--- config.mk ---
export PLATFORM = sky130hd
export DESIGN_NAME = cam_match_encoder
export DESIGN_NICKNAME = d
export VERILOG_FILES = /design/src/rtl/cam_pkg.sv /design/src/rtl/priority_encoder_32_5.sv /design/src/rtl/cam_match_encoder.sv
export SDC_FILE = /design/constraint.sdc
export NUM_CORES = 1
export LEC_CHECK = 0
export CORE_MARGIN = 2
export CORE_UTILIZATION = 52
export CTS_CLUSTER_SIZE = 8
export DETAILED_ROUTE_END_ITERATION = 7
export GPL_ROUTABILITY_DRIVEN = 0
export PLACE_DENSITY = 0.8
export SYNTH_ARGS = -nofsm -noshare
export SYNTH_HDL_FRONTEND = slang
export SYNTH_SLANG_ARGS = --single-unit
export TNS_END_PERCENT = 10
--- constraint.sdc ---
create_clock -name clk -period 4 [get_ports clk]
set_input_delay 0.4 -clock clk [delete_from_list [all_inputs] [get_ports clk]]
set_output_delay 0.4 -clock clk [all_outputs]
set_load 0.03 [all_outputs]
--- src/rtl/cam_pkg.sv ---
// rtl/cam_pkg.sv - shared CAM constants, types, FSM states and popcount helper
//
// Purpose: common definitions for the CAM search-path encoder.
//   CAM_DEPTH / CAM_IDX_W : match-line count and index width
//   cam_match_t / cam_idx_t : match vector and index types
//   enc_state_e : encoder FSM states (IDLE, DRAIN)
//   popcount() : number of set bits in a match vector
package cam_pkg;

  localparam int CAM_DEPTH = 32;
  localparam int CAM_IDX_W = 5;

  typedef logic [CAM_DEPTH-1:0] cam_match_t;
  typedef logic [CAM_IDX_W-1:0] cam_idx_t;

  typedef enum logic {
    IDLE  = 1'b0,
    DRAIN = 1'b1
  } enc_state_e;

  function automatic logic [CAM_IDX_W:0] popcount(input cam_match_t v);
    logic [CAM_IDX_W:0] n;
    n = '0;
    for (int i = 0; i < CAM_DEPTH; i++) begin
      n = n + {{CAM_IDX_W{1'b0}}, v[i]};
    end
    return n;
  endfunction

endpackage

--- src/rtl/priority_encoder_32_5.sv ---
// rtl/priority_encoder_32_5.sv - combinational lowest-set-bit encoder
//
// Purpose: returns the position of the lowest set bit of a 32-bit vector.
// Ports:
//   vec  in  32  input vector
//   idx  out 5   index of the lowest set bit (0 when vec is zero)
//   any  out 1   at least one bit of vec is set
module priority_encoder_32_5
  import cam_pkg::*;
(
  input  cam_match_t vec,
  output cam_idx_t   idx,
  output logic       any
);

  // Scan from the top down so the lowest set bit is the last to assign.
  always_comb begin
    idx = '0;
    for (int i = CAM_DEPTH - 1; i >= 0; i--) begin
      if (vec[i]) idx = cam_idx_t'(i);
    end
  end

  assign any = |vec;

endmodule

--- src/rtl/cam_match_encoder.sv ---
// rtl/cam_match_encoder.sv - sequential 32-to-5 CAM match-line encoder
//
// Purpose: latches a CAM match vector and returns each hit index, lowest
// first, one per handshake; a search with no hits gives a one-cycle miss.
// Optional feature macro: CAM_MATCH_ENCODER_COUNT_EN (hit count output).
// Ports:
//   clk, rst        clock, asynchronous active-high reset
//   search_valid_i  match_i valid this cycle (accepted only in IDLE)
//   match_i         raw match lines, bit k = entry k hit
//   busy_o          draining, searches ignored
//   idx_valid_o     idx_o holds a valid hit index
//   idx_o           lowest outstanding hit index
//   idx_last_o      idx_o is the final hit of the search
//   idx_ready_i     consumer accepts idx_o
//   miss_o          one-cycle pulse for a zero-hit search
//   match_count_o   popcount of the latched search (0 when feature off)
module cam_match_encoder
  import cam_pkg::*;
#(
  parameter int WIDTH = CAM_DEPTH,
  parameter int IDX_W = CAM_IDX_W
) (
  input  logic             clk,
  input  logic             rst,
  input  logic             search_valid_i,
  input  logic [WIDTH-1:0] match_i,
  output logic             busy_o,
  output logic             idx_valid_o,
  output logic [IDX_W-1:0] idx_o,
  output logic             idx_last_o,
  input  logic             idx_ready_i,
  output logic             miss_o,
  output logic [IDX_W:0]   match_count_o
);

  enc_state_e state;
  cam_match_t pending;
  cam_idx_t   enc_idx;
  logic       enc_any;
  logic       accept;
  logic       single_hit;

  priority_encoder_32_5 u_prio (
    .vec (pending),
    .idx (enc_idx),
    .any (enc_any)
  );

  assign accept = (state == IDLE) && search_valid_i;

  // Clearing the lowest set bit leaves zero only when exactly one bit is set.
  assign single_hit = enc_any && ((pending & (pending - cam_match_t'(1))) == '0);

  assign busy_o      = (state == DRAIN);
  assign idx_valid_o = (state == DRAIN);
  assign idx_o       = enc_idx;
  assign idx_last_o  = (state == DRAIN) && single_hit;

  always_ff @(posedge clk or posedge rst) begin
    if (rst) begin
      state   <= IDLE;
      pending <= '0;
      miss_o  <= 1'b0;
    end else begin
      case (state)
        IDLE: begin
          miss_o <= accept && (match_i == '0);
          if (accept && (match_i != '0)) begin
            pending <= match_i;
            state   <= DRAIN;
          end
        end
        DRAIN: begin
          miss_o <= 1'b0;
          if (idx_ready_i) begin
            pending <= pending & ~(cam_match_t'(1) << enc_idx);
            if (single_hit) state <= IDLE;
          end
        end
        default: begin
          state  <= IDLE;
          miss_o <= 1'b0;
        end
      endcase
    end
  end

`ifdef CAM_MATCH_ENCODER_COUNT_EN
  logic [IDX_W:0] count_q;

  // A miss also loads here, which naturally yields zero.
  always_ff @(posedge clk or posedge rst) begin
    if (rst) begin
      count_q <= '0;
    end else if (accept) begin
      count_q <= popcount(match_i);
    end
  end

  assign match_count_o = count_q;
`else
  assign match_count_o = '0;
`endif

endmodule

# After elaboration in Yosys (flattened, before gate mapping)
# Cells that the tools add are included.
[classes] bitwise=4 n_mux=40 addsub=1 shifts=1 eq_ne=2 reduce_logical=10
[ops] cell="5-bit 2-to-1 mux" n=32
[ops] cell="32-bit bitwise AND" n=2
[ops] cell="32-bit logical NOT" n=2
[ops] cell="32-bit 2-to-1 mux" n=2
[ops] cell="32-bit one-hot mux with 2 select lines" n=1
[ops] cell="32-bit inverter" n=1
[ops] cell="32-bit nonzero test" n=1
[ops] cell="32-bit OR reduction" n=1
[ops] cell="1-bit by 5-bit << shifter with 32-bit output, first input constant" n=1
[ops] cell="32-bit by 1-bit subtractor with 32-bit output, second input constant" n=1
[ops] cell="1-bit logical AND" n=5
[ops] cell="1-bit one-hot mux with 2 select lines" n=2
[ops] cell="1-bit 2-to-1 mux" n=3
[ops] cell="2-bit by 1-bit != test with 1-bit output, second input constant" n=1
[ops] cell="2-bit != test, second input constant" n=1
[ops] cell="2-bit AND reduction" n=1
[ops] cell="1-bit inverter" n=1
[word_totals] in_bits=36 output_inout_bits=15 wordCells=61 regBits=34

# Depth between registers and ports, before layout
# Gate-level depths: netlist of the first run.
[logic_depth] depth_word=37 depth_mapped=10 mapped_depth_nobuf=9

# Cells and area by module
# Synthesis of the first run repeated with hierarchy kept, for this count alone.
[unflattened] cells_unflattened=325 hier_area_um2=2597.5
[modules_own_cells] module="cam_match_encoder" cells_per_inst=260 seq_area_each_um2=850.8 instances=1 area_per_inst_um2=2212.1
[modules_own_cells] module="priority_encoder_32_5" cells_per_inst=65 seq_area_each_um2=0.0 instances=1 area_per_inst_um2=385.4

# Worst setup path before layout of the first run
# OpenSTA, ideal clock, no wires.
[synth_timing] path_kind="register to output" start="register pending[16]" end="output idx_last_o" required_ns=3.600 slack_ns=0.042 n_path_buf=0 t_arrival_ns=3.558 stages_incl_launch_ff=8 cell_sequence="dfrtp_1 or3_1 a211o_1 a2111oi_1 nand2_1 o21ai_0 and2_1 and4_1"
[synth_between] elab_chain_len=5 elab_cells_between_ends=6 classes_between="add/sub: 1; bitwise: 1; reduce/logical: 4"
[synth_rtl] item="start: declaration" line="cam_match_encoder.sv:37" rtl="cam_match_t pending;"
[synth_rtl] item="start signal: assignment" line="cam_match_encoder.sv:69" rtl="pending <= match_i;"
[synth_rtl] item="start signal: assignment" line="cam_match_encoder.sv:76" rtl="pending <= pending & ~(cam_match_t'(1) << enc_idx);"
[synth_rtl] item="32-bit by 1-bit subtractor with 32-bit output" line="cam_match_encoder.sv:52" rtl="assign single_hit = enc_any && ((pending & (pending - cam_match_t'(1))) == '0);"
[synth_rtl] item="32-bit bitwise AND" line="cam_match_encoder.sv:52"
[synth_rtl] item="32-bit logical NOT" line="cam_match_encoder.sv:52"
[synth_rtl] item="1-bit logical AND *" line="cam_match_encoder.sv:52"
[synth_rtl] item="1-bit logical AND *" line="cam_match_encoder.sv:57" rtl="assign idx_last_o = (state == DRAIN) && single_hit;"
[synth_rtl] item="end: declaration" line="cam_match_encoder.sv:30" rtl="output logic idx_last_o,"
# Mark *: on every way between the ends. The rest lies on a longest branch, timed or not.

# Final worst setup path of the first run
# Same ends and word-level chain as after synthesis.

==> impl_metrics.tcl, run 1 <==
set metrics [dict create \
    placed_cell_area_um2 3118 \
    port_buffers 44 \
    drtIter0Drc 441 \
    syn_area_um2 2606 \
    maxCapViolations 0 \
    die_height_um 74.80 \
    initial_utilization_pct 54.46 \
    async_flop_share_pct 100.0 \
    wl_per_cell_um 20.05 \
    synthDistinctLibCells 58 \
    worst_pin_slew_ns 1.151 \
    core_region_area_um2 4786 \
    powerDensity_nw_per_um2 817.8 \
    crit_required_ns 3.60 \
    fin_skew_ns 0.005385 \
    hold_class "input port to async pin" \
    top_level_ports 51 \
    nets 400 \
    cts_setup_buffers 0 \
    post_cts_resized 0 \
    synth_warnings 0 \
    synth.most_common_cell "nand2_1" \
    power_frac_comb_pct 63.2 \
    synth_edf_count 0 \
    insertion_delay_ns 0.29 \
    clockBufferDepth 2 \
    p_sw_mw 1.362 \
    crit_path_end_kind "primary output" \
    crit_type "register to primary output" \
    switching_share_pct 51.39 \
    tns_ns 0 \
    min_period_ns 3.871 \
    relSlewSlack_pct 23.24 \
    hold_violations 0 \
    grt_pass1_vias 2702 \
    synthTopCellsByCount "nand2_1, dfrtp_1, o21ai_0, a22o_1, nor2_1" \
    power_leakage_nw 1.302 \
    synth_top_area_share_pct 32.65 \
    final_area_um2 3241 \
    internal_power_mw 1.288 \
    drt-pass1-iter-count 5 \
    numCtsBuffers 5 \
    cts_root_buffer "clkbuf_8" \
    grt_pass1_wl_um 13880 \
    grt_setup_unrepaired "false" \
    overflow 0 \
    n_antenna_cell 0 \
    drive_gt1_share_pct 9.863 \
    antenna_found_initial 0 \
    route.detailed.drc 0 \
    post_synth_main_area_contributors "dfrtp_1, a22o_1, o21ai_0, nand2_1, nor4_1" \
    syn_inst 318 \
    antenna_left 0 \
    status "finished clean" \
    vias 2987 \
    synth_top_area_cell "dfrtp_1" \
    arrival_ns 3.47 \
    period_share_pct 96.78 \
    pwr-share-seq_pct 26.7 \
    cts_tree "built" \
    fmax_ghz 0.2583 \
    synth_seq_cells 34 \
    grt_max_degree 41 \
    synthToLayoutAreaGrowth_pct 24.34 \
    wl_um 8660 \
    worstPathMaxFanout 10 \
    rows 25 \
    die_x_um 74.80 \
    gr-usage-all-layers_pct 33.18 \
    clock-sinks 34 \
    p_clk_share_pct 10.1 \
    dp_hpwl_um 6266 \
    die_area_um2 5594 \
    vdd_drop_max_mv 0.4182 \
    fillers 419 \
    setup_viol 0 \
    syn_area_per_cell_um2 8.196 \
    clk_pin_slew_ns 0.07 \
    via_per_inst 6.914 \
    yosysSeqAreaShare_pct 32.65 \
    h-tree-depth 2 \
    cts_hold_buf 0 \
    synthFlopType "dfrtp_1" \
    start_kind "register" \
    slew_viol_final 0 \
]
[metal layers]
metal | part of all wire, % | up-vias | GRT usage [%]
li1 | - | 1332 | -
met1 | 41 | 1365 | 48.23
met2 | 43 | 244 | 46.02
met3 | 12 | 46 | 8.835
met4 | 4.3 | 0 | 15.08
met5 | 0 | - | 0
[path summary, 6_finish.rpt]
path | from | end | slack, ns | cells past startpoint
worst min-delay path | rst | pending[28] | 0.51 | 3
min in group clk | pending[7] | pending[7] | 0.60 | 1
worst max-delay path | pending[16] | idx_last_o | 0.13 | 9
worst min register to register | pending[7] | pending[7] | 0.60 | 1
worst max register to register | pending[1] | pending[15] | 0.83 | 10
max in group asynchronous | rst | pending[13] | 3.17 | 3
[kinds of logic (layout without fill, tap and decap cells)]
group,Yosys count,in the layout,synth area share [%]
other cells,1,6,0.1439
buf+inv,30,72,5.905
simple gates,131,131,28.04
flops,34,34,32.65
compound gates,121,121,32.89
fa+ha+maj,1,1,0.3841
[flip-flops by register name, summed over array words and instances, names as in the netlist]
name and flops:
busy_o 1, miss_o 1, pending 32
[power groups by stage]
stage	sequential [mW]	combinational, mW	clock, mW
after CTS	0.687	1.59	0.271
after global routing	0.728	1.77	0.282
after global placement	0.688	1.57	0
after floorplan	0.618	1.05	0
after detailed placement	0.692	1.58	0
final	0.708	1.68	0.267
[critical path, cell delays in order, from the launching register on]
cell and delay [ns]:
dfrtp_1 0.47, or4_4 0.58, a211o_1 0.31, nor2b_4 0.13, or3_4 0.44, or4b_4 0.52
a21oi_2 0.15, and4_1 0.21, and4_1 0.20, buf_4 0.16
[placed cells by master (no fill, tap or decap), drive strengths merged, types with 5 or more instances in the layout]
| cell type | n |
|---|---|
| dfrtp | 34 |
| nand2 | 37 |
| nand3 | 6 |
| inv | 6 |
| nor2b | 6 |
| a22o | 28 |
| o31ai | 6 |
| a21oi | 13 |
| nor4 | 18 |
| clkbuf | 7 |
| conb | 6 |
| clkdlybuf4s50 | 43 |
| or4 | 10 |
| a211oi | 5 |
| buf | 13 |
| nor2 | 18 |
| nand2b | 5 |
| or3 | 9 |
| o21ai | 31 |
| a21o | 7 |
[metrics by stage]
stage                     util (%)  hold slack, ns  cells  setup slack [ns]  power, mW
after floorplan                  -          0.5165    323           0.04171      1.669
after global placement       65.15          0.5669    424            0.4088      2.262
after detailed placement     65.15          0.5681    424            0.3846      2.272
after CTS                    67.06          0.5250    432           0.04375      2.551
after global routing         67.71          0.5648    432           0.02865      2.784
final                        67.71          0.5059    432            0.1289      2.650
[cell type report]
class                           instances  area [µm²]  area share [%]
Clock buffer                            7       86.33           2.664
Clock inverter                          1       5.005          0.1544
Inverter                                8       30.03          0.9266
Multi-Input combinational cell        259        1657           51.12
Sequential cell                        34       850.8           26.25
Tap cell                               67       83.83           2.587
Timing Repair Buffer                   56       528.0           16.29
(Power assumes the default switching activity.)
==> run 2, diff against run 1 <==
- CORE_UTILIZATION: 52 -> 40
- PLACE_DENSITY: 0.8 -> unset
==> run 2 against run 1 <==
Critical path depth stayed put. Die area is 28% higher. Clock skew is 0.0015 ns higher. Global-route usage is 7.1 points lower.
==> impl_metrics.tcl, run 2 (same netlist as run 1, synthesis figures left out) <==
set metrics [dict create \
    via_per_inst 6.400 \
    maxCapViolations 0 \
    period_share_pct 97.08 \
    fin_skew_ns 0.006843 \
    cts_root_buffer "clkbuf_8" \
    insertion_delay_ns 0.29 \
    h-tree-depth 2 \
    rows 29 \
    grt_setup_unrepaired "false" \
    drtIter0Drc 310 \
    port_buffers 44 \
    die_area_um2 7177 \
    wl_per_cell_um 20.19 \
    fmax_ghz 0.2575 \
    numCtsBuffers 5 \
    overflow 0 \
    grt_pass1_wl_um 14720 \
    grt_max_degree 41 \
    place_ws_ns 0.3893 \
    placed_cell_area_um2 3176 \
    synthToLayoutAreaGrowth_pct 25.97 \
    crit_required_ns 3.60 \
    power_leakage_nw 1.328 \
    clockBufferDepth 2 \
    worst_pin_slew_ns 1.145 \
    worstPathMaxFanout 5 \
    antenna_left 0 \
    antenna_found_initial 0 \
    crit_type "register to primary output" \
    finalWorstSetupSlack_ns 0.1169 \
    core_region_area_um2 6314 \
    die_x_um 84.72 \
    hold_class "input port to async pin" \
    min_period_ns 3.883 \
    largest_reg_flops 32 \
    dp_hpwl_um 6691 \
    top_level_ports 51 \
    final_common_cell "clkdlybuf4s50_1" \
    drive_gt1_share_pct 10.78 \
    relSlewSlack_pct 23.66 \
    hold_violations 0 \
    slew_viol_final 0 \
    initial_utilization_pct 41.28 \
    drt-pass1-iter-count 5 \
    cts_tree "built" \
    final_area_um2 3283 \
    grt_pass1_vias 2712 \
    crit_path_end_kind "primary output" \
    most-common-layout-cells "clkdlybuf4s50_1, nand2_1, dfrtp_1" \
    n_antenna_cell 0 \
    clk_pin_slew_ns 0.07 \
    start_kind "register" \
    cts_setup_buffers 0 \
    tns_ns 0 \
    gr-usage-all-layers_pct 26.05 \
    wl_um 9046 \
    cts_hold_buf 0 \
    route.detailed.drc 0 \
    clock-sinks 34 \
    die_height_um 84.72 \
    post_cts_resized 0 \
    arrival_ns 3.48 \
    powerDensity_nw_per_um2 814.8 \
    status "finished clean" \
    nets 406 \
    vdd_drop_max_mv 0.4397 \
    setup_viol 0 \
    top_register "pending" \
    vias 2867 \
]
==> run 2: final timing paths <==
path / startpoint / to / slack [ns] / cells past startpoint
worst max-delay path: pending[15] / idx_last_o / 0.12 / 9
worst min-delay path: rst / pending[9] / 0.51 / 3
worst max register to register: pending[15] / busy_o / 0.92 / 8
worst min register to register: pending[24] / pending[24] / 0.60 / 1
max in group asynchronous: rst / pending[20] / 3.18 / 3
min in group clk: pending[24] / pending[24] / 0.60 / 1
==> run 2: where the power goes <==
group / internal, mW / total [mW] / switching, mW
sequential: 0.469 / 0.666 / 0.197
clock: 0.139 / 0.270 / 0.131
combinational: 0.702 / 1.74 / 1.04
==> run 2: critical path, cell delays in order, from the launching register on <==
cell and delay [ns]:
dfrtp_1 0.38, or4_1 0.68, or2_2 0.38, or3_1 0.45
or2_0 0.25, o31a_1 0.24, nor3_1 0.21, and4_1 0.24
and4_1 0.20, buf_4 0.16
==> run 2: layout make-up <==
class	count	area, µm²
tap	77	96.34
inverter	8	30.03
clock buffer	7	86.33
fill	628	3030
sequential	34	850.8
multi-input combinational	259	1642
timing repair buffer	62	573.1
clock inverter	1	5.005
==> run 2: metal layers <==
metal	vias to the layer above	global-route usage [%]	wire length (µm)
li1	1329	-	-
met1	1371	38.47	4048
met2	149	37.94	4040
met3	18	5.605	775
met4	0	8.225	181
met5	-	0	0
==> run 2: stage by stage <==
step / hold slack [ns] / power [mW] / utilization, % / instances
6_report: 0.5106 / 2.675 / 52.00 / 448
2_1_floorplan: 0.5165 / 1.669 / - / 323
5_1_grt: 0.5655 / 2.838 / 52.00 / 448
3_5_place_dp: 0.5778 / 2.325 / 50.30 / 440
3_3_place_gp: 0.5678 / 2.350 / 50.30 / 440
4_1_cts: 0.5264 / 2.604 / 51.74 / 448
==> run 3, diff against run 2 <==
- PLACE_DENSITY: unset -> 0.6
==> results of run 3 <==
No change in the layout: final DEF, timing and power equal those of run 2.
